**src/rtl/clk_rst_pkg.sv**
```systemverilog
// Shared clock/reset definitions: reset-sequencer state encodings and default
// phase lengths used by the PLL reset sequencer and later CDC blocks.
package clk_rst_pkg;

    typedef enum logic [2:0] {
        ST_WAIT_LOCK = 3'd0,
        ST_FILTER    = 3'd1,
        ST_HOLD      = 3'd2,
        ST_RUN       = 3'd3
    } seq_state_e;

    localparam int DEF_LOCK_FILTER_CYCLES = 16;
    localparam int DEF_RESET_HOLD_CYCLES  = 64;

    // True when value is representable in an unsigned field of the given width.
    function automatic bit fits_width(input longint unsigned value, input int unsigned width);
        return (width >= 64) || ((value >> width) == 64'd0);
    endfunction

endpackage

```
**src/rtl/sync_2ff.sv**
```systemverilog
// Single-bit two-flop synchroniser with synchronous active-high reset.
// Flops power up at their reset value so the output is defined before reset runs.
module sync_2ff (
    input  logic clk,
    input  logic reset,
    input  logic d,
    output logic q
);

    logic meta_q = 1'b0;
    logic sync_q = 1'b0;
    logic meta_d;
    logic sync_d;

    always_comb begin
        meta_d = d;
        sync_d = meta_q;
    end

    always_ff @(posedge clk) begin
        if (reset) begin
            meta_q <= 1'b0;
            sync_q <= 1'b0;
        end else begin
            meta_q <= meta_d;
            sync_q <= sync_d;
        end
    end

    assign q = sync_q;

endmodule

```
**src/rtl/pll_reset_seq.sv**
```systemverilog
// PLL reset sequencer: filters the synchronised lock indication, holds the
// processor in reset for a fixed interval, and counts lock losses seen in RUN.
module pll_reset_seq
    import clk_rst_pkg::*;
#(
    parameter int LOCK_FILTER_CYCLES = DEF_LOCK_FILTER_CYCLES,
    parameter int RESET_HOLD_CYCLES  = DEF_RESET_HOLD_CYCLES,
    parameter int CNT_WIDTH          = 8,
    parameter int LOSS_CNT_WIDTH     = 4
) (
    input  logic                      clk,
    input  logic                      reset,
    input  logic                      pll_lock,
    input  logic                      sw_reset_req,
    output logic                      sys_reset,
    output logic                      ready,
    output logic [2:0]                state,
    output logic                      lock_lost,
    output logic [LOSS_CNT_WIDTH-1:0] loss_count
);

    localparam int MAX_PHASE = (LOCK_FILTER_CYCLES > RESET_HOLD_CYCLES) ?
                               LOCK_FILTER_CYCLES : RESET_HOLD_CYCLES;

    generate
        if (LOCK_FILTER_CYCLES < 1) begin : g_bad_filter
            $error("pll_reset_seq: LOCK_FILTER_CYCLES must be >= 1");
        end
        if (RESET_HOLD_CYCLES < 1) begin : g_bad_hold
            $error("pll_reset_seq: RESET_HOLD_CYCLES must be >= 1");
        end
        if (CNT_WIDTH < 1 || !fits_width(longint'(MAX_PHASE - 1), CNT_WIDTH)) begin : g_bad_cnt
            $error("pll_reset_seq: CNT_WIDTH too small for the longest phase");
        end
        if (LOSS_CNT_WIDTH < 1) begin : g_bad_loss
            $error("pll_reset_seq: LOSS_CNT_WIDTH must be >= 1");
        end
    endgenerate

    localparam logic [CNT_WIDTH-1:0] FILTER_LAST = CNT_WIDTH'(LOCK_FILTER_CYCLES - 1);
    localparam logic [CNT_WIDTH-1:0] HOLD_LAST   = CNT_WIDTH'(RESET_HOLD_CYCLES - 1);

    function automatic logic [LOSS_CNT_WIDTH-1:0] sat_inc(input logic [LOSS_CNT_WIDTH-1:0] v);
        return (&v) ? v : v + LOSS_CNT_WIDTH'(1);
    endfunction

    logic lock_s;

    sync_2ff u_lock_sync (
        .clk   (clk),
        .reset (reset),
        .d     (pll_lock),
        .q     (lock_s)
    );

    // Power-up values match reset values: clk may not toggle until the PLL locks.
    seq_state_e                state_q      = ST_WAIT_LOCK;
    logic [CNT_WIDTH-1:0]      cnt_q        = '0;
    logic                      sys_reset_q  = 1'b1;
    logic                      ready_q      = 1'b0;
    logic                      lock_lost_q  = 1'b0;
    logic [LOSS_CNT_WIDTH-1:0] loss_count_q = '0;

    seq_state_e                state_d;
    logic [CNT_WIDTH-1:0]      cnt_d;
    logic                      sys_reset_d;
    logic                      ready_d;
    logic                      lock_lost_d;
    logic [LOSS_CNT_WIDTH-1:0] loss_count_d;

    always_comb begin
        state_d      = state_q;
        cnt_d        = cnt_q;
        lock_lost_d  = 1'b0;
        loss_count_d = loss_count_q;

        case (state_q)
            ST_WAIT_LOCK: begin
                cnt_d = '0;
                if (lock_s) begin
                    state_d = ST_FILTER;
                end
            end
            ST_FILTER: begin
                if (!lock_s) begin
                    state_d = ST_WAIT_LOCK;
                    cnt_d   = '0;
                end else if (cnt_q == FILTER_LAST) begin
                    state_d = ST_HOLD;
                    cnt_d   = '0;
                end else begin
                    cnt_d = cnt_q + CNT_WIDTH'(1);
                end
            end
            ST_HOLD: begin
                // A drop during hold restarts the sequence but is not a loss event.
                if (!lock_s) begin
                    state_d = ST_WAIT_LOCK;
                    cnt_d   = '0;
                end else if (cnt_q == HOLD_LAST) begin
                    state_d = ST_RUN;
                    cnt_d   = '0;
                end else begin
                    cnt_d = cnt_q + CNT_WIDTH'(1);
                end
            end
            ST_RUN: begin
                if (!lock_s) begin
                    state_d      = ST_WAIT_LOCK;
                    cnt_d        = '0;
                    lock_lost_d  = 1'b1;
                    loss_count_d = sat_inc(loss_count_q);
                end else if (sw_reset_req) begin
                    state_d = ST_HOLD;
                    cnt_d   = '0;
                end
            end
            default: begin
                state_d = ST_WAIT_LOCK;
                cnt_d   = '0;
            end
        endcase

        // Outputs follow the next state so they switch on the same edge as state.
        ready_d     = (state_d == ST_RUN);
        sys_reset_d = !ready_d;
    end

    always_ff @(posedge clk) begin
        if (reset) begin
            state_q      <= ST_WAIT_LOCK;
            cnt_q        <= '0;
            sys_reset_q  <= 1'b1;
            ready_q      <= 1'b0;
            lock_lost_q  <= 1'b0;
            loss_count_q <= '0;
        end else begin
            state_q      <= state_d;
            cnt_q        <= cnt_d;
            sys_reset_q  <= sys_reset_d;
            ready_q      <= ready_d;
            lock_lost_q  <= lock_lost_d;
            loss_count_q <= loss_count_d;
        end
    end

    assign sys_reset  = sys_reset_q;
    assign ready      = ready_q;
    assign state      = state_q;
    assign lock_lost  = lock_lost_q;
    assign loss_count = loss_count_q;

endmodule

```
**config.mk**
```make
export PLATFORM = sky130hd
export DESIGN_NAME = pll_reset_seq
export DESIGN_NICKNAME = d
export VERILOG_FILES = /design/src/rtl/clk_rst_pkg.sv /design/src/rtl/sync_2ff.sv /design/src/rtl/pll_reset_seq.sv
export SDC_FILE = /design/constraint.sdc
export NUM_CORES = 1
export LEC_CHECK = 0
export CAP_MARGIN = 0
export CELL_PAD_IN_SITES_DETAIL_PLACEMENT = 0
export CELL_PAD_IN_SITES_GLOBAL_PLACEMENT = 1
export CORE_ASPECT_RATIO = 1.1
export CORE_MARGIN = 3
export CORE_UTILIZATION = 40
export CTS_BUF_LIST = sky130_fd_sc_hd__clkbuf_16
export DETAILED_ROUTE_END_ITERATION = 8
export PLACE_DENSITY = 0.87
export SKIP_LAST_GASP = 1
export SLEW_MARGIN = 40
export SYNTH_ARGS = -nofsm -noshare
export SYNTH_HDL_FRONTEND = slang
export SYNTH_HIERARCHICAL = 1
export SYNTH_SLANG_ARGS = --single-unit
```
**constraint.sdc**
```tcl
create_clock -name clk -period 2.55 [get_ports clk]
set_clock_uncertainty 0.2 [all_clocks]
set_input_delay 0.255 -clock clk [delete_from_list [all_inputs] [get_ports clk]]
set_output_delay 0.255 -clock clk [all_outputs]
set_load 0.03 [all_outputs]
```
==> results of run 1 <==
routing by layer:
| metal | global-route usage | wire [um] | vias to the layer above |
|---|---|---|---|
| met2 | 0.259 | 1010 | 10 |
| li1 | - | - | 427 |
| met5 | 0 | 0 | - |
| met1 | 0.203 | 934 | 395 |
| met3 | 0.0548 | 57 | 4 |
| met4 | 0.0474 | 29 | 0 |
sequential cells by signal, indices dropped and copies added (netlist names):
register            flops
cnt_q                   8
loss_count              4
state                   3
lock_lost               1
ready                   1
sys_reset               1
u_lock_sync/meta_q      1
u_lock_sync/q           1
cells by family (layout without fill, tap and decap cells):
logic type,count (synthesis),after routing,synth area share
AOI/OAI and AO/OA,20,20,0.143
xor gates and xnor gates,4,4,0.0443
adders and majority gates,2,2,0.0261
buffers and inverters,3,19,0.0117
DFF,20,20,0.417
other,1,1,0.00391
and+or+nand+nor,57,57,0.353
area by class of cell:
type / count / share of cell area
Multi-Input combinational cell: 84 / 0.446
Sequential cell: 20 / 0.326
Timing Repair Buffer: 14 / 0.112
Clock buffer: 3 / 0.0610
Tap cell: 28 / 0.0285
Clock inverter: 1 / 0.0244
Inverter: 1 / 0.00305
power groups by stage:
| stage | registers [mW] | clock network [mW] | logic (mW) |
|---|---|---|---|
| CTS | 0.319 | 0.434 | 0.0212 |
| global placement | 0.325 | 0 | 0.0212 |
| global route | 0.319 | 0.451 | 0.0234 |
| finish | 0.319 | 0.426 | 0.0211 |
| floorplan | 0.327 | 0 | 0.00907 |
| detailed placement | 0.326 | 0 | 0.0213 |
placed cells by master (no fill, tap or decap), types with 2 or more instances in the layout:
master           instances
xor2_1                   3
clkdlybuf4s50_1         13
o21ai_0                  3
nand3_1                 11
ha_1                     2
nor3b_1                  2
nor3_1                   6
o211ai_1                 2
clkbuf_16                3
nand2b_1                 2
nand2_1                 10
nor2_1                   6
nor2b_1                  4
and3_1                   3
and4bb_2                 2
a21oi_1                  7
dfxtp_1                 20
worst register-to-register path: cells and delay by family, from the launching register on:
kind            cells  cell delay (ns)
simple gates        3             0.65
flops               1             0.37
fa+ha+maj           1             0.22
compound gates      1             0.22
per-stage QoR:
stage               area (um2)  hold slack [ns]  std cells  worst slack [ns]
floorplan                  960            0.127        107             0.826
global placement          1120            0.236        147             0.767
detailed placement        1120            0.248        147             0.736
CTS                       1230            0.249        151             0.639
global route              1230            0.274        151             0.607
finish                    1230            0.243        151             0.653
worst max-delay path by stage:
stage               endpoint
floorplan           cnt_q[7]
global placement    state[0]
detailed placement  cnt_q[5]
CTS                 state[1]
global route        state[0]
finish              state[1]
==> reports/qor.txt, run 1 <==
detailed placer's ending HPWL -> 1440 um
root buffer cell -> clkbuf_16
max cap viols -> 0
Die ar. -> 3020 um2
Skew-Pair Late Insertion Delay -> 0.25 ns
die height -> 57.4 um
Yosys top cell area share -> 0.417
via count -> 836
Crit path depth -> 1
Hold Crit Start -> u_lock_sync/meta_q
reg2reg path depth -> 5
slowest CP cell -> clkdlybuf4s50_1
Critical Path Start -> state[1]
Crit path largest cell delay -> 0.73 ns
Post-synth ARST share -> 0
status -> finished clean
Worst Path Buf+Inv -> 1
setup bufs post-CTS -> 0
Final Hold Fails -> 0
global-route wire length before repair -> 3740 um
DR vias/cell -> 5.54
Resized Gates After CTS -> 0
area of the mapped netlist -> 960 um2
Psw -> 130 uW
Mapped Cells -> 107
Critical Path Sink Type -> output pin
WHS Path Cells -> 1
footprint of the multi-input gates -> 548 um2
CORE AREA -> 2150 um2
Die W -> 52.7 um
first drt pass iteration count -> 4
Gate power share -> 0.028
Final ANT Viol Nets -> 0
Internal Power -> 636 uW
reg2reg end -> cnt_q[5]
DRT iter0 DRCs -> 16
post-synth cell types -> 38
Clock Power Share -> 0.556
fill count -> 194
fin nets -> 130
Remaining DRCs -> 0
CP delay by family, top -> buffers and inverters
CTS buffer count -> 3
Worst VDD drop -> 0.000464 V
dominant cell type by area after synthesis -> dfxtp_1
switching share of total power -> 0.169
IO Port Bufs -> 13
CTS H-tree depth -> 1
RSZ-0062 raised after global routing -> false
syn_area_per_cell -> 8.97 um2
# hold bufs at CTS -> 0
Global Route Usage Sum -> 0.162
ranking of synthesized cells by area -> dfxtp_1, nand3_1, nand2_1, a21oi_1, nor3_1
grt ovf -> 0
largest net degree at the start of global routing -> 14
Mapped Nets -> 113
crit path kind -> flip-flop to output pin
average wire per standard cell -> 13.5 um
Area Growth Syn to Fin -> 28.2%
count leader, synth -> dfxtp_1
TritonCTS clock tree -> yes
YS warnings -> 6
r2r startpoint -> cnt_q[0]
initial cell density of the core -> 0.447
clock sinks -> 20
WP data required -> 2.10 ns
gpl congestion -> 0.838
row count -> 17
R2R Setup Slk -> 0.79 ns
number of synthesized register bits -> 20
Seq/Total Area, Yosys -> 0.417
vias in the first global route -> 869
dominant synthesized flop cell -> dfxtp_1
Clock Pin Slew Worst Setup and Hold Paths -> 0.06 ns
fin crit share -> 0.744
fmax -> 527 MHz
final core occ -> 0.573
Post-synth top cells -> dfxtp_1, nand3_1, nand2_1
Worst EP arrival -> 1.44 ns
Diodes inserted -> 0
drt total wl -> 2030 um
Fin Setup TNS -> 0 ns
worst hold path class -> flip-flop to flip-flop
CTS max path bufs -> 2
EDFF count, synth -> 0
sequential share of power -> 0.416
CP Cell Sequence -> clkdlybuf4s50_1
Final Max Slew Viols -> 0
io pins -> 14
Reg area -> 400 um2
leakage power -> 0.433 nW
initial antenna violation count -> 0
Hold EP -> u_lock_sync/q
Crit Path Max Fanout -> 7
layout cells sized above 1 -> 0.0976
Final setup viols -> 0
startpoint types -> flip-flop
shortest period the worst path allows -> 1.90 ns
PwrDens -> 623 nW/um2
Total Power -> 766 uW
No activity file was read; power rests on OpenSTA's default activity.
==> inputs of run 2 (changes only) <==
- CORE_UTILIZATION: 40 -> 35
- PLACE_DENSITY: 0.87 -> 0.81
- clock period: 2.55 -> 1.6 ns (I/O delays scaled with it)
==> run 2 against run 1 <==
Net effect:
- routed wire length increased by 18%
- sequential cell count unchanged
- via count increased by 13%
==> reports/qor.txt, run 2 (same netlist as run 1, synthesis figures left out) <==
average wire per standard cell -> 14.1 um (+4.9%)
max reg flops -> 8 (unchanged)
io pins -> 14 (unchanged)
Worst Path Buf+Inv -> 0 (-1)
PwrDens -> 740 nW/um2 (+19%)
Largest Register -> cnt_q
fmax -> 644 MHz
initial cell density of the core -> 0.374 (-0.0729)
shortest period the worst path allows -> 1.55 ns
RSZ-0062 raised after global routing -> true
largest net degree at the start of global routing -> 12 (-2)
startpoint types -> flip-flop
row count -> 19 (+2)
Critical Path Sink Type -> flip-flop
gpl congestion -> 0.776 (-7.4%)
die height -> 60.9 um (+6.2%)
commonest non-fill, non-tap cell in the layout -> buf_4
crit path kind -> flip-flop to flip-flop
DRT iter0 DRCs -> 19 (+3)
setup bufs post-CTS -> 0 (unchanged)
leakage power -> 0.578 nW (+34%)
Final ANT Viol Nets -> 0 (unchanged)
most frequent cells in the layout -> buf_4, dfxtp_1, nand2_1
Hold EP -> u_lock_sync/q
fin crit share -> 0.971
reg2reg path depth -> 5 (unchanged)
Final Max Slew Viols -> 0 (unchanged)
# hold bufs at CTS -> 0 (unchanged)
Global Route Usage Sum -> 0.147 (-0.0148)
clock sinks -> 20 (unchanged)
Hold Crit Start -> u_lock_sync/meta_q
grt ovf -> 0 (unchanged)
Worst EP arrival -> 1.50 ns (+0.06 ns)
max cap viols -> 0 (unchanged)
WP data required -> 1.54 ns (-0.56 ns)
Fin Setup TNS -> 0 ns (unchanged)
Final Hold Fails -> 0 (unchanged)
fin nets -> 146 (+12%)
via count -> 946 (+13%)
root buffer cell -> clkbuf_16
status -> finished clean
initial antenna violation count -> 0 (unchanged)
slowest CP cell -> or3_4
Diodes inserted -> 0 (unchanged)
WHS Path Cells -> 1 (unchanged)
Reg area -> 415 um2 (+3.7%)
CTS H-tree depth -> 1 (unchanged)
detailed placer's ending HPWL -> 1670 um (+16%)
footprint of the multi-input gates -> 656 um2 (+20%)
r2r startpoint -> cnt_q[1]
DR vias/cell -> 5.56 (+0.51%)
Clock Pin Slew Worst Setup and Hold Paths -> 0.06 ns (about the same)
fill count -> 220 (+13%)
Skew-Pair Late Insertion Delay -> 0.26 ns (about the same)
Worst VDD drop -> 0.000524 V (+13%)
IO Port Bufs -> 13 (unchanged)
worst hold path class -> flip-flop to flip-flop
global-route wire length before repair -> 3860 um (+3.3%)
CORE AREA -> 2570 um2 (+20%)
Die W -> 55.9 um (+6.1%)
Final setup viols -> 0 (unchanged)
Area Growth Syn to Fin -> 51.0%
CP delay by family, top -> simple AND/OR/NAND/NOR gates
Die ar. -> 3410 um2 (+13%)
TritonCTS clock tree -> yes
first drt pass iteration count -> 4 (unchanged)
reg2reg end -> cnt_q[3]
Crit Path Max Fanout -> 5 (-2)
final core occ -> 0.564 (-0.00818)
drt total wl -> 2400 um (+18%)
CTS max path bufs -> 2 (unchanged)
CTS buffer count -> 3 (unchanged)
Crit path largest cell delay -> 0.37 ns (-0.36 ns)
vias in the first global route -> 886 (+2.0%)
layout cells sized above 1 -> 0.309 (+0.212)
Remaining DRCs -> 0 (unchanged)
CP Cell Sequence -> ha_4 > nand3_2 > or3_4 > o211ai_1 > nand3_1
R2R Setup Slk -> 0.05 ns (-0.74 ns)
-- run 2: changes by cell type in the layout (fill, tap and decap cells not counted), sizes merged --
cell and change:
dlygate4sd2 +7, clkinv +1, dlymetal6s2s +3, clkdlybuf4s50 -10, buf +16, bufinv -1
-- run 2: what timing repair did --
action,in CTS,in global routing
hold endpoints to repair,0,0
setup endpoints to repair,14,15
pin swaps,1,1
resized for setup,9,19
-- run 2: cell type report --
class                           instances  share of cell area
Multi-Input combinational cell         84               0.453
Timing Repair Buffer                   30               0.177
Clock inverter                          1             0.00259
Tap cell                               31              0.0268
Inverter                                1             0.00259
Clock buffer                            3              0.0518
Sequential cell                        20               0.287
-- run 2: layer usage --
| layer | track usage | vias to the layer above | routed length, um |
|---|---|---|---|
| met5 | 0 | - | 0 |
| met2 | 0.260 | 16 | 1260 |
| met3 | 0.0255 | 5 | 69 |
| met1 | 0.169 | 464 | 1020 |
| met4 | 0.0915 | 0 | 56 |
| li1 | - | 461 | - |
-- run 2: how the worst max path moves through the flow --
stage / slack, ns / from / depth (start not counted) / to
after detailed placement: -0.03 / cnt_q[0] / 5 / cnt_q[6]
after CTS: -0.02 / cnt_q[1] / 5 / ready
after global routing: -0.04 / cnt_q[1] / 5 / cnt_q[1]
after floorplan: 0.02 / cnt_q[0] / 5 / cnt_q[6]
final: 0.05 / cnt_q[1] / 5 / cnt_q[3]
after global placement: 0.008 / reset / 4 / cnt_q[5]
-- run 2: where the power goes --
part | total, mW | leakage (nW) | internal (mW) | switching, mW
combinational | 0.0443 | 0.375 | 0.0222 | 0.0221
sequential | 0.503 | 0.165 | 0.498 | 0.00555
clock | 0.524 | 0.0385 | 0.333 | 0.191
-- run 2: through the flow --
stage                     instance area, um2  hold WS [ns]  power, mW  setup slack, ns  instances
after global routing                    1450         0.251       1.11          -0.0393        170
final                                   1450         0.248       1.07           0.0461        170
after detailed placement                1260         0.240      0.560          -0.0256        166
after floorplan                          976        0.0316      0.535           0.0234        107
after CTS                               1350         0.254       1.08          -0.0161        170
after global placement                  1260         0.241      0.561          0.00798        166
==> inputs of run 3 (changes only) <==
- CAP_MARGIN: 0 -> 25
- CORE_MARGIN: 3 -> 4
==> run 3 against run 2 <==
Net effect:
- sequential share of layout area is 0.34 points higher
- highest routed layer unchanged
- via count is 0.11% lower
- fmax is 2.5% lower
- critical path type unchanged
- non-clock buffer count is 1 higher
- global-route usage is 0.58 points lower
- final area is 1.5% lower
- register-to-register slack worse by 0.04 ns
- largest power group unchanged
- count of clock-buffer cells in the layout stayed put
==> reports/qor.txt, run 3 (same netlist as run 1, synthesis figures left out) <==
fmax -> 627 MHz (-2.5%)
io pins -> 14 (unchanged)
via count -> 945 (-0.11%)
Final Hold Fails -> 0 (unchanged)
IO Port Bufs -> 13 (unchanged)
R2R Setup Slk -> 0.006 ns (-0.04 ns)
clock sinks -> 20 (unchanged)
r2r startpoint -> state[0]
drt total wl -> 2410 um (+0.33%)
Clock Pin Slew Worst Setup and Hold Paths -> 0.05 ns (about the same)
leakage power -> 0.584 nW (+1.0%)
Area Growth Syn to Fin -> 48.8%
max cap viols -> 0 (unchanged)
vias in the first global route -> 921 (+4.0%)
worst hold path class -> flip-flop to flip-flop
CTS max path bufs -> 2 (unchanged)
Placed Area -> 1260 um2 (unchanged)
pre-CTS setup slack -> -0.0369 ns (-0.0113 ns)
Internal Power -> 849 uW (-0.54%)
Final Max Slew Viols -> 0 (unchanged)
Die ar. -> 3640 um2 (+7.0%)
Psw -> 204 uW (-6.6%)
RSZ-0062 raised after global routing -> true
DR vias/cell -> 5.56 (-0.11%)
startpoint types -> flip-flop
final core occ -> 0.556 (-0.00828)
CTS H-tree depth -> 1 (unchanged)
slowest CP cell -> dfxtp_4
largest net degree at the start of global routing -> 13 (+1)
first drt pass iteration count -> 4 (unchanged)
commonest non-fill, non-tap cell in the layout -> buf_4
Die W -> 57.9 um (+3.6%)
# hold bufs at CTS -> 0 (unchanged)
detailed placer's ending HPWL -> 1690 um (+1.4%)
Remaining DRCs -> 0 (unchanged)
Final ANT Viol Nets -> 0 (unchanged)
Clock Power Share -> 0.481 (-0.008)
initial cell density of the core -> 0.374 (unchanged)
Worst EP arrival -> 1.55 ns (+0.05 ns)
Finished Layout Cells -> 170 (unchanged)
Critical Path Sink Type -> flip-flop
grt ovf -> 0 (unchanged)
TritonCTS clock tree -> yes
Worst VDD drop -> 0.000690 V (+32%)
switching share of total power -> 0.194 (-0.00995)
Final setup viols -> 0 (unchanged)
reg2reg path depth -> 4 (-1)
fin nets -> 147 (+0.68%)
die height -> 62.9 um (+3.3%)
reg2reg end -> state[0]
CORE AREA -> 2570 um2 (unchanged)
Crit path largest cell delay -> 0.38 ns (about the same)
Final WS setup -> 0.00623 ns (-0.0398 ns)
WP data required -> 1.56 ns (+0.02 ns)
design area -> 1430 um2 (-1.5%)
Largest Register -> cnt_q
CTS buffer count -> 3 (unchanged)
Critical Path Sink -> state[0]
row count -> 19 (unchanged)
average wire per standard cell -> 14.2 um (+0.33%)
Global Route Usage Sum -> 0.141 (-0.00576)
Critical Path Start -> state[0]
initial antenna violation count -> 0 (unchanged)
PwrDens -> 738 nW/um2 (-0.31%)
root buffer cell -> clkbuf_16
CP Cell Sequence -> nand4bb_1 > nor3_1 > a21oi_1 > a211oi_2
layout cells sized above 1 -> 0.295 (-0.0144)
most frequent cells in the layout -> buf_4, dfxtp_1, nand3_1, nand2_1
Crit Path Max Fanout -> 7 (+2)
crit path kind -> flip-flop to flip-flop
gpl congestion -> 0.829 (+6.9%)
Diodes inserted -> 0 (unchanged)
max reg flops -> 8 (unchanged)
global-route wire length before repair -> 4060 um (+5.2%)
Skew-Pair Late Insertion Delay -> 0.25 ns (about the same)
shortest period the worst path allows -> 1.59 ns (+0.0398 ns)
status -> finished clean
fin crit share -> 0.996 (+0.0249)
DRT iter0 DRCs -> 20 (+1)
Gate power share -> 0.041 (about the same)
sequential share of power -> 0.478 (+0.008)
Post-Place Cells -> 166 (unchanged)
run 3: cell count changes in the layout (fill, tap and decap cells not counted), sizes merged:
| cell | before | now |
|---|---|---|
| buf | 17 | 18 |
| dlymetal6s2s | 3 | 2 |
| clkinv | 1 | 0 |
| clkdlybuf4s50 | 3 | 4 |
run 3: power groups by stage:
stage	clock network (mW)	logic (mW)	registers [mW]
6_report	0.506	0.0436	0.503
5_1_grt	0.546	0.0463	0.503
4_1_cts	0.522	0.0419	0.507
3_5_place_dp	0	0.0424	0.518
3_3_place_gp	0	0.0421	0.518
2_1_floorplan	0	0.0144	0.521
run 3: area by class of cell:
type,instances,area [um2]
fillers,222,1140
multi-input cells,84,634
flip-flops and latches,20,414
repair buffers,31,262
clock buffers,3,75.1
well taps,31,38.8
inverters,1,3.75
run 3: what timing repair did:
item | in CTS | in global routing
setup buffers | 0 | 1
resized for setup | 12 | 13
pin swaps | 1 | 3
endpoints found under the setup margin | 15 | 10
run 3: routing by layer:
metal  track usage  share of wire  up-vias
li1              -              -      462
met1         0.155           0.41      447
met2         0.247           0.51       25
met3        0.0269          0.039       11
met4        0.0783          0.044        0
met5             0              0        -
run 3: worst min path at each step:
stage | start | endpoint | cells after the start
global placement | u_lock_sync/meta_q | u_lock_sync/q | 1
floorplan | reset | u_lock_sync/meta_q | 1
global route | pll_lock | u_lock_sync/meta_q | 2
finish | u_lock_sync/meta_q | u_lock_sync/q | 1
CTS | pll_lock | u_lock_sync/meta_q | 2
detailed placement | u_lock_sync/meta_q | u_lock_sync/q | 1
run 3: metrics by stage:
stage	hold slack [ns]	TNS [ns]	total power [mW]
after floorplan	0.0316	0	0.535
after CTS	0.254	-0.0579	1.07
final	0.256	0	1.05
after global placement	0.244	-0.0275	0.560
after global routing	0.268	-0.178	1.10
after detailed placement	0.257	-0.125	0.560
run 3: critical path, delay by kind of cell, from the launching register on:
| kind | cells | cell delay, ns |
|---|---|---|
| and+or+nand+nor | 2 | 0.52 |
| AOI/OAI and AO/OA | 2 | 0.40 |
| DFF | 1 | 0.38 |
